$ cat src/rtl/execute_stage_if.sv
// EX-stage bus: ID/EX inputs toward EX, EX/MEM outputs toward MEM.
// master = upstream/hazard/MEM side, slave = execute_stage.
interface execute_stage_if #(
  parameter int DATA_W = 16,
  parameter int REG_W  = 4
);
  logic              validE;
  logic              flushE;
  logic              regWriteE;
  logic              memWriteE;
  logic [1:0]        resultSrcE;
  logic [3:0]        aluControlE;
  logic [DATA_W-1:0] srcAE;
  logic [DATA_W-1:0] srcBE;
  logic [DATA_W-1:0] writeDataE;
  logic [DATA_W-1:0] PCPlus2E;
  logic [REG_W-1:0]  RdE;
  logic              zeroE;
  logic              stallE;
  logic              regWriteM;
  logic              memWriteM;
  logic [1:0]        resultSrcM;
  logic [DATA_W-1:0] aluResM;
  logic [DATA_W-1:0] writeDataM;
  logic [DATA_W-1:0] PCPlus2M;
  logic [REG_W-1:0]  RdM;

  modport master (
    output validE, flushE, regWriteE, memWriteE,
    output resultSrcE, aluControlE, srcAE, srcBE,
    output writeDataE, PCPlus2E, RdE,
    input  zeroE, stallE, regWriteM, memWriteM,
    input  resultSrcM, aluResM, writeDataM,
    input  PCPlus2M, RdM
  );

  modport slave (
    input  validE, flushE, regWriteE, memWriteE,
    input  resultSrcE, aluControlE, srcAE, srcBE,
    input  writeDataE, PCPlus2E, RdE,
    output zeroE, stallE, regWriteM, memWriteM,
    output resultSrcM, aluResM, writeDataM,
    output PCPlus2M, RdM
  );
endinterface

$ cat src/rtl/execute_stage.sv
// EX stage: 1-cycle ALU, 16-iteration MUL/DIVU/REMU unit, EX/MEM register.
// Ports: clk, rst (async high), bus (execute_stage_if.slave).
module execute_stage #(
  parameter int DATA_W = 16,
  parameter int REG_W  = 4
) (
  input  logic            clk,
  input  logic            rst,
  execute_stage_if.slave  bus
);
  localparam int CW = $clog2(DATA_W);

  localparam logic [3:0] OP_ADD  = 4'd0;
  localparam logic [3:0] OP_SUB  = 4'd1;
  localparam logic [3:0] OP_AND  = 4'd2;
  localparam logic [3:0] OP_OR   = 4'd3;
  localparam logic [3:0] OP_XOR  = 4'd4;
  localparam logic [3:0] OP_SLL  = 4'd5;
  localparam logic [3:0] OP_SRL  = 4'd6;
  localparam logic [3:0] OP_SRA  = 4'd7;
  localparam logic [3:0] OP_SLT  = 4'd8;
  localparam logic [3:0] OP_MUL  = 4'd9;
  localparam logic [3:0] OP_DIVU = 4'd10;
  localparam logic [3:0] OP_REMU = 4'd11;

  typedef enum logic [1:0] {
    IDLE, BUSY, DONE
  } state_t;

  state_t            state_q;
  logic [CW-1:0]     cnt_q;
  logic [3:0]        op_q;
  // MUL: a=acc, b=multiplicand, c=multiplier
  // DIV: a=remainder, b=divisor, c=dividend/quotient
  logic [DATA_W-1:0] a_q, b_q, c_q;
  logic [DATA_W-1:0] a_d, b_d, c_d;

  logic [DATA_W-1:0] a, b, alu, res, md_res;
  logic [CW-1:0]     sh;
  logic              is_md, start, load;
  logic [DATA_W:0]   trial;
  logic              ge;

  assign a  = bus.srcAE;
  assign b  = bus.srcBE;
  assign sh = b[CW-1:0];

  always_comb begin
    alu = b;
    unique case (bus.aluControlE)
      OP_ADD:  alu = a + b;
      OP_SUB:  alu = a - b;
      OP_AND:  alu = a & b;
      OP_OR:   alu = a | b;
      OP_XOR:  alu = a ^ b;
      OP_SLL:  alu = a << sh;
      OP_SRL:  alu = a >> sh;
      OP_SRA:  alu = $signed(a) >>> sh;
      OP_SLT:  alu = {{(DATA_W-1){1'b0}},
                      $signed(a) < $signed(b)};
      default: alu = b;
    endcase
  end

  assign is_md = (bus.aluControlE == OP_MUL)
              || (bus.aluControlE == OP_DIVU)
              || (bus.aluControlE == OP_REMU);
  assign start = bus.validE && is_md && !bus.flushE;

  assign bus.zeroE  = !is_md && (alu == '0);
  assign bus.stallE = !rst &&
    ((state_q == IDLE && start) || state_q == BUSY);

  // Restoring divide step. Divisor 0 always "fits", giving an
  // all-ones quotient and the dividend as remainder.
  assign trial = {a_q, c_q[DATA_W-1]};
  assign ge    = trial >= {1'b0, b_q};

  always_comb begin
    a_d = a_q;
    b_d = b_q;
    c_d = c_q;
    if (op_q == OP_MUL) begin
      a_d = a_q + (c_q[0] ? b_q : '0);
      b_d = b_q << 1;
      c_d = c_q >> 1;
    end else begin
      a_d = ge ? (trial[DATA_W-1:0] - b_q)
               : trial[DATA_W-1:0];
      c_d = {c_q[DATA_W-2:0], ge};
    end
  end

  always_ff @(posedge clk or posedge rst) begin
    if (rst) begin
      state_q <= IDLE;
      cnt_q   <= '0;
      op_q    <= '0;
      a_q     <= '0;
      b_q     <= '0;
      c_q     <= '0;
    end else begin
      unique case (state_q)
        IDLE: if (start) begin
          state_q <= BUSY;
          cnt_q   <= '0;
          op_q    <= bus.aluControlE;
          a_q     <= '0;
          if (bus.aluControlE == OP_MUL) begin
            b_q <= a;
            c_q <= b;
          end else begin
            b_q <= b;
            c_q <= a;
          end
        end
        BUSY: if (bus.flushE) begin
          state_q <= IDLE;
        end else begin
          a_q   <= a_d;
          b_q   <= b_d;
          c_q   <= c_d;
          cnt_q <= cnt_q + 1'b1;
          if (cnt_q == CW'(DATA_W-1))
            state_q <= DONE;
        end
        default: state_q <= IDLE;
      endcase
    end
  end

  assign md_res = (op_q == OP_DIVU) ? c_q : a_q;
  assign res    = (state_q == DONE) ? md_res : alu;
  assign load   = bus.validE && !bus.flushE && !bus.stallE;

  always_ff @(posedge clk or posedge rst) begin
    if (rst) begin
      bus.regWriteM  <= 1'b0;
      bus.memWriteM  <= 1'b0;
      bus.resultSrcM <= '0;
      bus.aluResM    <= '0;
      bus.writeDataM <= '0;
      bus.PCPlus2M   <= '0;
      bus.RdM        <= '0;
    end else if (load) begin
      bus.regWriteM  <= bus.regWriteE;
      bus.memWriteM  <= bus.memWriteE;
      bus.resultSrcM <= bus.resultSrcE;
      bus.aluResM    <= res;
      bus.writeDataM <= bus.writeDataE;
      bus.PCPlus2M   <= bus.PCPlus2E;
      bus.RdM        <= bus.RdE;
    end else begin
      bus.regWriteM  <= 1'b0;
      bus.memWriteM  <= 1'b0;
      bus.resultSrcM <= '0;
      bus.aluResM    <= '0;
      bus.writeDataM <= '0;
      bus.PCPlus2M   <= '0;
      bus.RdM        <= '0;
    end
  end
endmodule

$ cat src/flat_wrapper.sv
// flat-port wrapper written by rule: the top's interface ports become plain ports
module execute_stage_flat 
#(
  parameter int DATA_W = 16,
  parameter int REG_W  = 4
)
  (clk, rst, bus_validE, bus_flushE, bus_regWriteE, bus_memWriteE, bus_resultSrcE, bus_aluControlE, bus_srcAE, bus_srcBE, bus_writeDataE, bus_PCPlus2E, bus_RdE, bus_zeroE, bus_stallE, bus_regWriteM, bus_memWriteM, bus_resultSrcM, bus_aluResM, bus_writeDataM, bus_PCPlus2M, bus_RdM);
  execute_stage_if #(.DATA_W(DATA_W), .REG_W(REG_W)) bus_i ();
  input  logic clk;
  input  logic rst;
  input wire logic [$bits(bus_i.validE)-1:0] bus_validE;
  input wire logic [$bits(bus_i.flushE)-1:0] bus_flushE;
  input wire logic [$bits(bus_i.regWriteE)-1:0] bus_regWriteE;
  input wire logic [$bits(bus_i.memWriteE)-1:0] bus_memWriteE;
  input wire logic [$bits(bus_i.resultSrcE)-1:0] bus_resultSrcE;
  input wire logic [$bits(bus_i.aluControlE)-1:0] bus_aluControlE;
  input wire logic [$bits(bus_i.srcAE)-1:0] bus_srcAE;
  input wire logic [$bits(bus_i.srcBE)-1:0] bus_srcBE;
  input wire logic [$bits(bus_i.writeDataE)-1:0] bus_writeDataE;
  input wire logic [$bits(bus_i.PCPlus2E)-1:0] bus_PCPlus2E;
  input wire logic [$bits(bus_i.RdE)-1:0] bus_RdE;
  output wire logic [$bits(bus_i.zeroE)-1:0] bus_zeroE;
  output wire logic [$bits(bus_i.stallE)-1:0] bus_stallE;
  output wire logic [$bits(bus_i.regWriteM)-1:0] bus_regWriteM;
  output wire logic [$bits(bus_i.memWriteM)-1:0] bus_memWriteM;
  output wire logic [$bits(bus_i.resultSrcM)-1:0] bus_resultSrcM;
  output wire logic [$bits(bus_i.aluResM)-1:0] bus_aluResM;
  output wire logic [$bits(bus_i.writeDataM)-1:0] bus_writeDataM;
  output wire logic [$bits(bus_i.PCPlus2M)-1:0] bus_PCPlus2M;
  output wire logic [$bits(bus_i.RdM)-1:0] bus_RdM;
  assign bus_i.validE = bus_validE;
  assign bus_i.flushE = bus_flushE;
  assign bus_i.regWriteE = bus_regWriteE;
  assign bus_i.memWriteE = bus_memWriteE;
  assign bus_i.resultSrcE = bus_resultSrcE;
  assign bus_i.aluControlE = bus_aluControlE;
  assign bus_i.srcAE = bus_srcAE;
  assign bus_i.srcBE = bus_srcBE;
  assign bus_i.writeDataE = bus_writeDataE;
  assign bus_i.PCPlus2E = bus_PCPlus2E;
  assign bus_i.RdE = bus_RdE;
  assign bus_zeroE = bus_i.zeroE;
  assign bus_stallE = bus_i.stallE;
  assign bus_regWriteM = bus_i.regWriteM;
  assign bus_memWriteM = bus_i.memWriteM;
  assign bus_resultSrcM = bus_i.resultSrcM;
  assign bus_aluResM = bus_i.aluResM;
  assign bus_writeDataM = bus_i.writeDataM;
  assign bus_PCPlus2M = bus_i.PCPlus2M;
  assign bus_RdM = bus_i.RdM;
  execute_stage #(.DATA_W(DATA_W), .REG_W(REG_W)) u_core (.clk(clk), .rst(rst), .bus(bus_i));
endmodule
$ cat config.mk
export PLATFORM = sky130hd
export DESIGN_NAME = execute_stage_flat
export DESIGN_NICKNAME = d
export VERILOG_FILES = /design/src/rtl/execute_stage_if.sv /design/src/rtl/execute_stage.sv /design/src/flat_wrapper.sv
export SDC_FILE = /design/constraint.sdc
export NUM_CORES = 1
export LEC_CHECK = 0
export BUFFER_PORTS_ARGS = -buffer_cell sky130_fd_sc_hd__buf_2
export CAP_MARGIN = 10
export CORE_AREA = 2 2 153 155
export DETAILED_ROUTE_END_ITERATION = 7
export DIE_AREA = 0 0 155 157
export PLACE_DENSITY_LB_ADDON = 0.25
export SLEW_MARGIN = 20
export SYNTH_ARGS = -nofsm -noshare
export SYNTH_HDL_FRONTEND = slang
export SYNTH_SLANG_ARGS = --single-unit
$ cat constraint.sdc
create_clock -name clk -period 8.8 [get_ports clk]
set_input_delay 1.76 -clock clk [delete_from_list [all_inputs] [get_ports clk]]
set_output_delay 1.76 -clock clk [all_outputs]
set_load 0.05 [all_outputs]
Word level (Yosys, flattened, before mapping)
Cells that the tools add are included.
W data, S select, Z words.

word-level totals
  flip-flop bits (word level) = 114
  latch bits = 0
  RAM bits = 0
  bits in read-only memories = 0
  bits of input ports = 80
  output and inout port bits = 58
  word-level logic and storage cells = 101
  memories kept = 0

operators by class
  add/sub/neg operators = 5
  multiply operators = 0
  divide/modulo/power cells = 0
  $lt $le $gt $ge = 2
  equality and inequality tests = 20
  shift operators = 3
  multiplexer cells = 33
  bitwise gates (word level) = 3
  reductions and logical operators = 22

operators with widths
  cell                   count
  $mux W16               18
  $pmux W16 S9           1
  $pmux W16 S2           3
  $add A16 B16 Y16       2
  $sub A16 B16 Y16       2
  $eq A4 B4 Y1 const B   7
  $ge A17 B16 Y1         1
  $and A16 B16 Y16       1
  $eq A4 B3 Y1 const B   4
  $logic_not A16 Y1      1
  $lt A16 B16 Y1         1
  $or A16 B16 Y16        1
  $shl A16 B4 Y16        1
  $shr A16 B4 Y16        1
  $sshr A16 B4 Y16       1
  $xor A16 B16 Y16       1
  $mux W4                3
  $eq A4 B2 Y1 const B   2
  $mux W2                4
  $pmux W4 S2            1
  $logic_and A1 B1 Y1    7
  $add A4 B1 Y4 const B  1
  $eq A4 B1 Y1 const B   1
  $logic_not A1 Y1       4
  other kinds (14)       19

Depth between registers and ports, before layout
Gate-level depths: netlist (run 1).

  word-level depth = 11
  depth in mapped cells = 15
  gate-level depth less buffers = 13

Worst setup path before layout (run 1)
Ideal clock, no wire load.

  path kind = input to output
  start point = input port bus_srcBE[1]
  end point = output port bus_zeroE
  arrival = 5306 ps
  data required time = 7040 ps
  slack = 1734 ps
  stages on the path = 14
  buffers on the path = 3
  path through = buf_2 inv_1 buf_2 clkbuf_1 ha_1 nand3_1 a21oi_1 o211ai_1 a2111oi_1 nor3_1 nand2b_1 o32a_1 nand4bb_1 nor4_2

between the ends
  longest elaborated chain between the ends = 4
  elaborated cells on any way between the ends = 12
  classes of those cells = add/sub (2); order compare (1); shift (3); mux (1); bitwise (3); reduce/logical (2)

ends and longest elaborated chain
  element                                   RTL line             RTL
  start, declared                           flat_wrapper.sv:18   input wire logic [$bits(bus_i.srcBE)-1:0] bus_srcBE;
  $sub A16 B16 Y16 (tied with other cells)  execute_stage.sv:52  OP_SUB: alu = a - b;
  $pmux W16 S9 (*)                          execute_stage.sv:50  unique case (bus.aluControlE)
  $logic_not A16 Y1 (*)                     execute_stage.sv:70  assign bus.zeroE = !is_md && (alu == '0);
  $logic_and A1 B1 Y1 (*)                   execute_stage.sv:70
  end, declared                             flat_wrapper.sv:22   output wire logic [$bits(bus_i.zeroE)-1:0] bus_zeroE;

Mark *: on every way between the ends. The rest lies on a longest branch, timed or not.

Worst setup path after layout (run 1)
  start point = input port bus_srcBE[0]
  end point = output port bus_zeroE

The elaborated chain is that of the path after synthesis.

==> flow_summary_export.csv, run 1 <==
group,metric,value,unit
run_status,status,"finished clean",
timing,final_worst_path_period_share,83.7,%
timing,worst_clk_skew,0.0135,ns
die,core_region,22500,um2
drt,drt_first_pass_iters,6,
setup_path,endpoint_arrival_time_on_the_critical_path,5.61,ns
drt,iter_0_drt_violations,1325,
yosys,synth_edf_count,0,
setup_path,timing.critical_path.cells,"buf_2 -> ha_1 -> fa_1 -> o21bai_1 -> nand3_1 -> a2111oi_0 -> o41ai_1 -> a21oi_1 -> nor3_1 -> o21ai_0 -> a22oi_1 -> nor4_2 -> buf_2",
clocking,htree_num_levels,4,
clocking,cts_max_path_buffers,2,
yosys,async_reset_ff_share,100,%
yosys,netlist_instances,1398,
setup_path,cell_with_the_largest_stage_delay_on_the_worst_path,"sky130_fd_sc_hd__a2111oi_0",
die,die_w,155,um
yosys,netlist-cell-type-count,81,
clocking,tritoncts,"yes",
timing,hold_violations,0,
yosys,dominantRegCellSynth,"sky130_fd_sc_hd__dfrtp_1",
setup_path,worst_path_most_repeated_cell,"sky130_fd_sc_hd__buf_2",
global_routing,number_of_antenna_violations_at_the_first_check_in_global_routing,0,
worst_hold_path,hold_class,"reg2reg",
pwr,irDropWorstVdd,124,uV
setup_path,worst_path_fanout_max,37,
clocking,worst_setup_hold_path_clk_slew,0.06,ns
setup_path,setup.worst_path.end_class,"primary output",
yosys,synth_seq_cells,114,
placement,routabilityCongestion,0.981,
timing,totalNegativeSetupSlack,0,ns
global_routing,grt_ovf,0,
yosys,ys_warn_count,0,
setup_path,crit_type,"in2out",
global_routing,track_usage,31.8,%
setup_path,setup.worst_path.start_class,"primary input",
finish,drive_above_1_share,15.8,%
setup_path,r2r_cells,12,
timing,fmax,0.136,GHz
drt,routed_wirelength,38800,um
setup_path,crit_required,7.04,ns
finish,final_cell_mix,"137 x sky130_fd_sc_hd__nand2_1, 137 x sky130_fd_sc_hd__buf_2, 119 x sky130_fd_sc_hd__nor2_1, 114 x sky130_fd_sc_hd__dfrtp_1, 113 x sky130_fd_sc_hd__o21ai_0",
timing,slew-limit-headroom,34.1,%
worst_hold_path,count_of_cells_along_the_worst_hold_path,1,
clocking,clkSinkCount,114,
drt,via_count,11200,
drt,via_per_inst,6.33,
clocking,cts_repair_resize_count,0,
setup_path,worst_path_largest_cell_delay,0.61,ns
timing,worstMarginPinSlew,0.989,ns
timing,rsz0062_at_grt,"no",
placement,placed_wire_length_estimate_after_detailed_placement,28900,um
yosys,post_synth.cell_area_avg,8.05,um2
finish,finalNetCount,1641,
die,io_pins,138,
die,design.die.area,24300,um2
placement,pre_cts_setup_slack,1.65,ns
clocking,post_cts_hold_buffer_count,0,
timing,timing_max_transition_violations_final,0,
global_routing,grt_pass1_wl,60100,um
drt,drc,0,
global_routing,grt_start_max_net_pins,63,
die,die_span_y,157,um
timing,final-setup-viol-count,0,
yosys,synth_sequential_area_ratio,25.4,%
placement,port_buffers,137,
finish,area_growth_syn_to_layout,12.6,%
die,rows,55,
pwr,power_per_cell_area,215,nW/um2
drt,route.antenna.remaining_nets,0,
yosys,syn-num-nets,1563,
flow_run,max_cap_viol_count,0,
timing,setup_ws,1.43,ns
clocking,cts_setup_buffers,0,
drt,drt-wirelength-per-cell,21.9,um
yosys,netlist_area,11200,um2
timing,fin_crit,7.37,ns
clocking,clock_insertion_delay_worst_skew,0.42,ns
pwr,leakage_dissipation,5.90,nW
clocking,cts_made_buffers,17,
global_routing,grt_pass1_vias,10400,
clocking,root_buffer,"sky130_fd_sc_hd__clkbuf_16",
die,initial_utilization,50.0,%
-- final timing paths --
path                                      start               endpoint  slack (ns)
min in group asynchronous                   rst  u_core.bus.aluResM[8]        1.48
worst max register to register    u_core.c_q[0]         u_core.a_q[14]        5.01
worst max-delay path               bus_srcBE[0]              bus_zeroE        1.43
worst min-delay path            u_core.cnt_q[3]        u_core.cnt_q[3]        0.47
max in group asynchronous                   rst          u_core.c_q[6]        6.12
worst min register to register  u_core.cnt_q[3]        u_core.cnt_q[3]        0.47
-- worst max-delay path, delay by kind of cell --
kind | cells | cell delay, ns
AOI/OAI and AO/OA | 6 | 1.75
adders and majority gates | 2 | 0.83
buffers and inverters | 2 | 0.71
and+or+nand+nor | 3 | 0.54
-- cell type report --
type                       count  area (um2)
fill                        2056        9830
multi-input combinational   1112        7740
sequential                   114        2850
timing repair buffer         158         843
clock buffer                  19         453
tap                          285         357
inverter                      73         277
clock inverter                13         149
antenna                        1        2.50
-- synthesized netlist by cell type, types with 14 or more instances --
library cell,n,area [um2]
sky130_fd_sc_hd__nand2_1,137,514
sky130_fd_sc_hd__nor2_1,120,450
sky130_fd_sc_hd__dfrtp_1,114,2850
sky130_fd_sc_hd__o21ai_0,113,566
sky130_fd_sc_hd__a21oi_1,103,515
sky130_fd_sc_hd__ha_1,81,1010
sky130_fd_sc_hd__inv_1,73,274
sky130_fd_sc_hd__mux2i_1,69,691
sky130_fd_sc_hd__clkbuf_1,65,244
sky130_fd_sc_hd__and2_1,64,400
sky130_fd_sc_hd__nor3_1,33,165
sky130_fd_sc_hd__nand3_1,32,160
sky130_fd_sc_hd__buf_2,26,130
sky130_fd_sc_hd__a211oi_1,24,180
sky130_fd_sc_hd__nand2b_1,22,138
sky130_fd_sc_hd__xnor2_1,20,175
sky130_fd_sc_hd__nor2b_1,16,100
sky130_fd_sc_hd__o22ai_1,15,93.8
sky130_fd_sc_hd__a21o_1,14,105
sky130_fd_sc_hd__mux2_2,14,158
sky130_fd_sc_hd__nand4_1,14,87.6
-- power by group --
group / total (mW) / leakage [nW] / internal, mW / switching [mW]
logic: 1.28 / 4.12 / 0.522 / 0.760
clock network: 0.705 / 0.287 / 0.436 / 0.270
registers: 0.738 / 1.50 / 0.614 / 0.123
total: 2.72 / 5.91 / 1.57 / 1.15
-- kinds of logic (layout without fill, tap and decap cells) --
| logic type | after synthesis | in the layout | share of synthesized area [%] |
|---|---|---|---|
| compound gates | 408 | 408 | 23.4 |
| xor+xnor | 31 | 31 | 2.41 |
| fa+ha+maj | 85 | 85 | 9.72 |
| buf+inv | 172 | 263 | 6.44 |
| flops | 114 | 114 | 25.4 |
| mux | 101 | 101 | 11.4 |
| other cells | 0 | 1 | 0 |
| simple gates | 487 | 487 | 21.3 |
-- routing by layer --
| layer | share of wire [%] | vias up | track usage (%) |
|---|---|---|---|
| met5 | 0 | - | 0 |
| met4 | 3.0 | 0 | 11.0 |
| met3 | 9.9 | 67 | 7.16 |
| met2 | 44 | 610 | 48.4 |
| met1 | 43 | 5337 | 44.5 |
| li1 | - | 5227 | - |
-- metrics by stage --
stage               total power [mW]  hold slack (ns)  instance area (um2)  std cells  utilization, %
floorplan                       1.68            0.442                11200       1398               -
global placement                1.98            0.465                12100       1742            53.6
detailed placement              2.00            0.473                12100       1742            53.6
CTS                             2.71            0.484                12700       1774            56.3
global route                    2.91            0.504                12700       1774            56.3
finish                          2.72            0.473                12700       1775            56.3
-- sequential cells by signal, indices dropped and copies added, names as in the netlist --
signal	cells
u_core.bus.memWriteM	1
u_core.b_q	16
u_core.bus.regWriteM	1
u_core.op_q	4
u_core.c_q	16
u_core.cnt_q	4
u_core.a_q	16
u_core.bus.writeDataM	16
u_core.bus.resultSrcM	2
u_core.bus.aluResM	16
u_core.state_q	2
u_core.bus.RdM	4
u_core.bus.PCPlus2M	16
Note: power is estimated with default switching activity, not from simulation.
==> run 2: changes to the inputs <==
clock period = 7.6 ns   (was 8.8 ns; I/O delays follow)
==> run 2 against run 1 <==
- via count up 0.95%
- hold slack improved by 0.016 ns
- final area up 0.24%
- clock-buffer cell count did not move
- highest routed layer is now met5
==> flow_summary_export.csv, run 2 (same netlist as run 1, synthesis figures left out) <==
group,metric,value,unit
pwr,power_per_cell_area,250,nW/um2
timing,final-setup-viol-count,0,
clocking,clkSinkCount,114,
setup_path,timing.critical_path.cells,"buf_2 -> ha_1 -> fa_1 -> a211oi_1 -> o311ai_0 -> o311ai_0 -> nand2_1 -> xor2_1 -> a221o_1 -> a21oi_1 -> nand4bb_1 -> nor4_2 -> buf_2",
timing,slew-limit-headroom,28.2,%
die,initial_utilization,50.0,%
setup_path,endpoint_arrival_time_on_the_critical_path,5.48,ns
die,design.die.area,24300,um2
timing,worst_clk_skew,0.0115,ns
drt,via_per_inst,6.38,
setup_path,setup.worst_path.end_class,"primary output",
clocking,post_cts_hold_buffer_count,0,
placement,placed_wire_length_estimate_after_detailed_placement,29100,um
global_routing,grt_pass1_wl,60000,um
pwr,leakage_dissipation,5.91,nW
finish,drive_above_1_share,16.0,%
run_status,status,"finished clean",
global_routing,number_of_antenna_violations_at_the_first_check_in_global_routing,2,
drt,drt_first_pass_iters,6,
timing,fin_crit,7.00,ns
die,core_region,22500,um2
drt,drt-wirelength-per-cell,22.1,um
finish,diodes,0,
setup_path,crit_type,"in2out",
worst_hold_path,hold_class,"reg2reg",
die,die_w,155,um
timing,worstMarginPinSlew,1.07,ns
timing,rsz0062_at_grt,"no",
setup_path,cell_with_the_largest_stage_delay_on_the_worst_path,"sky130_fd_sc_hd__buf_2",
clocking,cts_repair_resize_count,0,
clocking,worst_setup_hold_path_clk_slew,0.06,ns
clocking,cts_made_buffers,17,
global_routing,grt_ovf,0,
flow_run,max_cap_viol_count,0,
timing,totalNegativeSetupSlack,0,ns
setup_path,crit_required,6.08,ns
timing,timing_max_transition_violations_final,0,
timing,fmax,0.143,GHz
die,io_pins,138,
pwr,irDropWorstVdd,137,uV
setup_path,setup.worst_path.start_class,"primary input",
clocking,cts_max_path_buffers,2,
setup_path,worst_path_fanout_max,36,
finish,finalNetCount,1645,
timing,hold_violations,0,
timing,finalHoldWorstSlack,0.489,ns
setup_path,timing.reg2reg.setup_slack,3.87,ns
die,rows,55,
drt,routed_wirelength,39300,um
setup_path,worst_path_dominant_cell_family,"compound AO/OA/AOI/OAI gates",
clocking,htree_num_levels,4,
die,die_span_y,157,um
clocking,root_buffer,"sky130_fd_sc_hd__clkbuf_16",
drt,iter_0_drt_violations,1203,
clocking,clock_insertion_delay_worst_skew,0.41,ns
global_routing,track_usage,31.8,%
drt,route.antenna.remaining_nets,0,
setup_path,worst_path_largest_cell_delay,0.72,ns
drt,via_count,11300,
drt,drc,0,
clocking,tritoncts,"yes",
finish,area_growth_syn_to_layout,12.9,%
clocking,cts_setup_buffers,0,
placement,routabilityCongestion,1.00,
finish,final_cell_mix,"137 x sky130_fd_sc_hd__nand2_1, 137 x sky130_fd_sc_hd__buf_2, 119 x sky130_fd_sc_hd__nor2_1, 114 x sky130_fd_sc_hd__dfrtp_1, 113 x sky130_fd_sc_hd__o21ai_0",
global_routing,grt_start_max_net_pins,63,
global_routing,grt_pass1_vias,10300,
setup_path,cp.buffers_inverters,2,
placement,port_buffers,137,
timing,final_worst_path_period_share,92.1,%
-- run 2: changes by cell type in the layout (fill, tap and decap cells not counted), moves of 2 or more --
cell	change
sky130_fd_sc_hd__buf_4	+4
sky130_fd_sc_hd__clkinvlp_4	+4
sky130_fd_sc_hd__inv_6	-4
sky130_fd_sc_hd__clkinv_4	-2
-- run 2: metrics by stage --
step / total power, mW / utilization, % / setup WS [ns] / cells / cell area (um2)
final: 3.17 / 56.4 / 0.600 / 1778 / 12700
after global placement: 2.29 / 53.7 / 0.881 / 1746 / 12100
after global routing: 3.38 / 56.4 / 0.482 / 1778 / 12700
after CTS: 3.16 / 56.4 / 0.830 / 1778 / 12700
after detailed placement: 2.32 / 53.8 / 0.859 / 1746 / 12100
after floorplan: 1.95 / - / 1.01 / 1398 / 11200
-- run 2: final timing paths --
path                                       from                      end  cells after the start
worst min register to register  u_core.cnt_q[3]          u_core.cnt_q[3]                      1
max in group asynchronous                   rst  u_core.bus.PCPlus2M[12]                      3
worst max register to register    u_core.c_q[0]           u_core.a_q[14]                     12
min in group asynchronous                   rst           u_core.b_q[14]                      2
worst max-delay path               bus_srcBE[0]                bus_zeroE                     13
worst min-delay path            u_core.cnt_q[3]          u_core.cnt_q[3]                      1
-- run 2: final cells by class --
cell class                 instances  area, um2
fill                            2088       9800
multi-input combinational       1112       7740
sequential                       114       2850
timing repair buffer             162        873
clock buffer                      19        443
tap                              285        357
inverter                          73        277
clock inverter                    13        161
-- run 2: metal layers --
metal	global-route usage, %	vias to the layer above	routed length [um]
li1	-	5231	-
met1	44.0	5397	16800
met2	48.1	624	17100
met3	6.97	94	3850
met4	13.1	2	1480
met5	0	-	13
-- run 2: worst register-to-register path: cells and delay by family, from the launching register on --
family | cells | cell delay, ns
XOR/XNOR | 1 | 0.15
flip-flops | 1 | 0.61
AO/OA/AOI/OAI | 7 | 1.81
adder cells (fa/ha/maj) | 2 | 0.62
AND/OR/NAND/NOR | 2 | 0.44
-- run 2: report_power, final --
group / switching [mW] / internal [mW]
Sequential: 0.144 / 0.711
Combinational: 0.894 / 0.607
Clock: 0.291 / 0.522
Total: 1.33 / 1.84
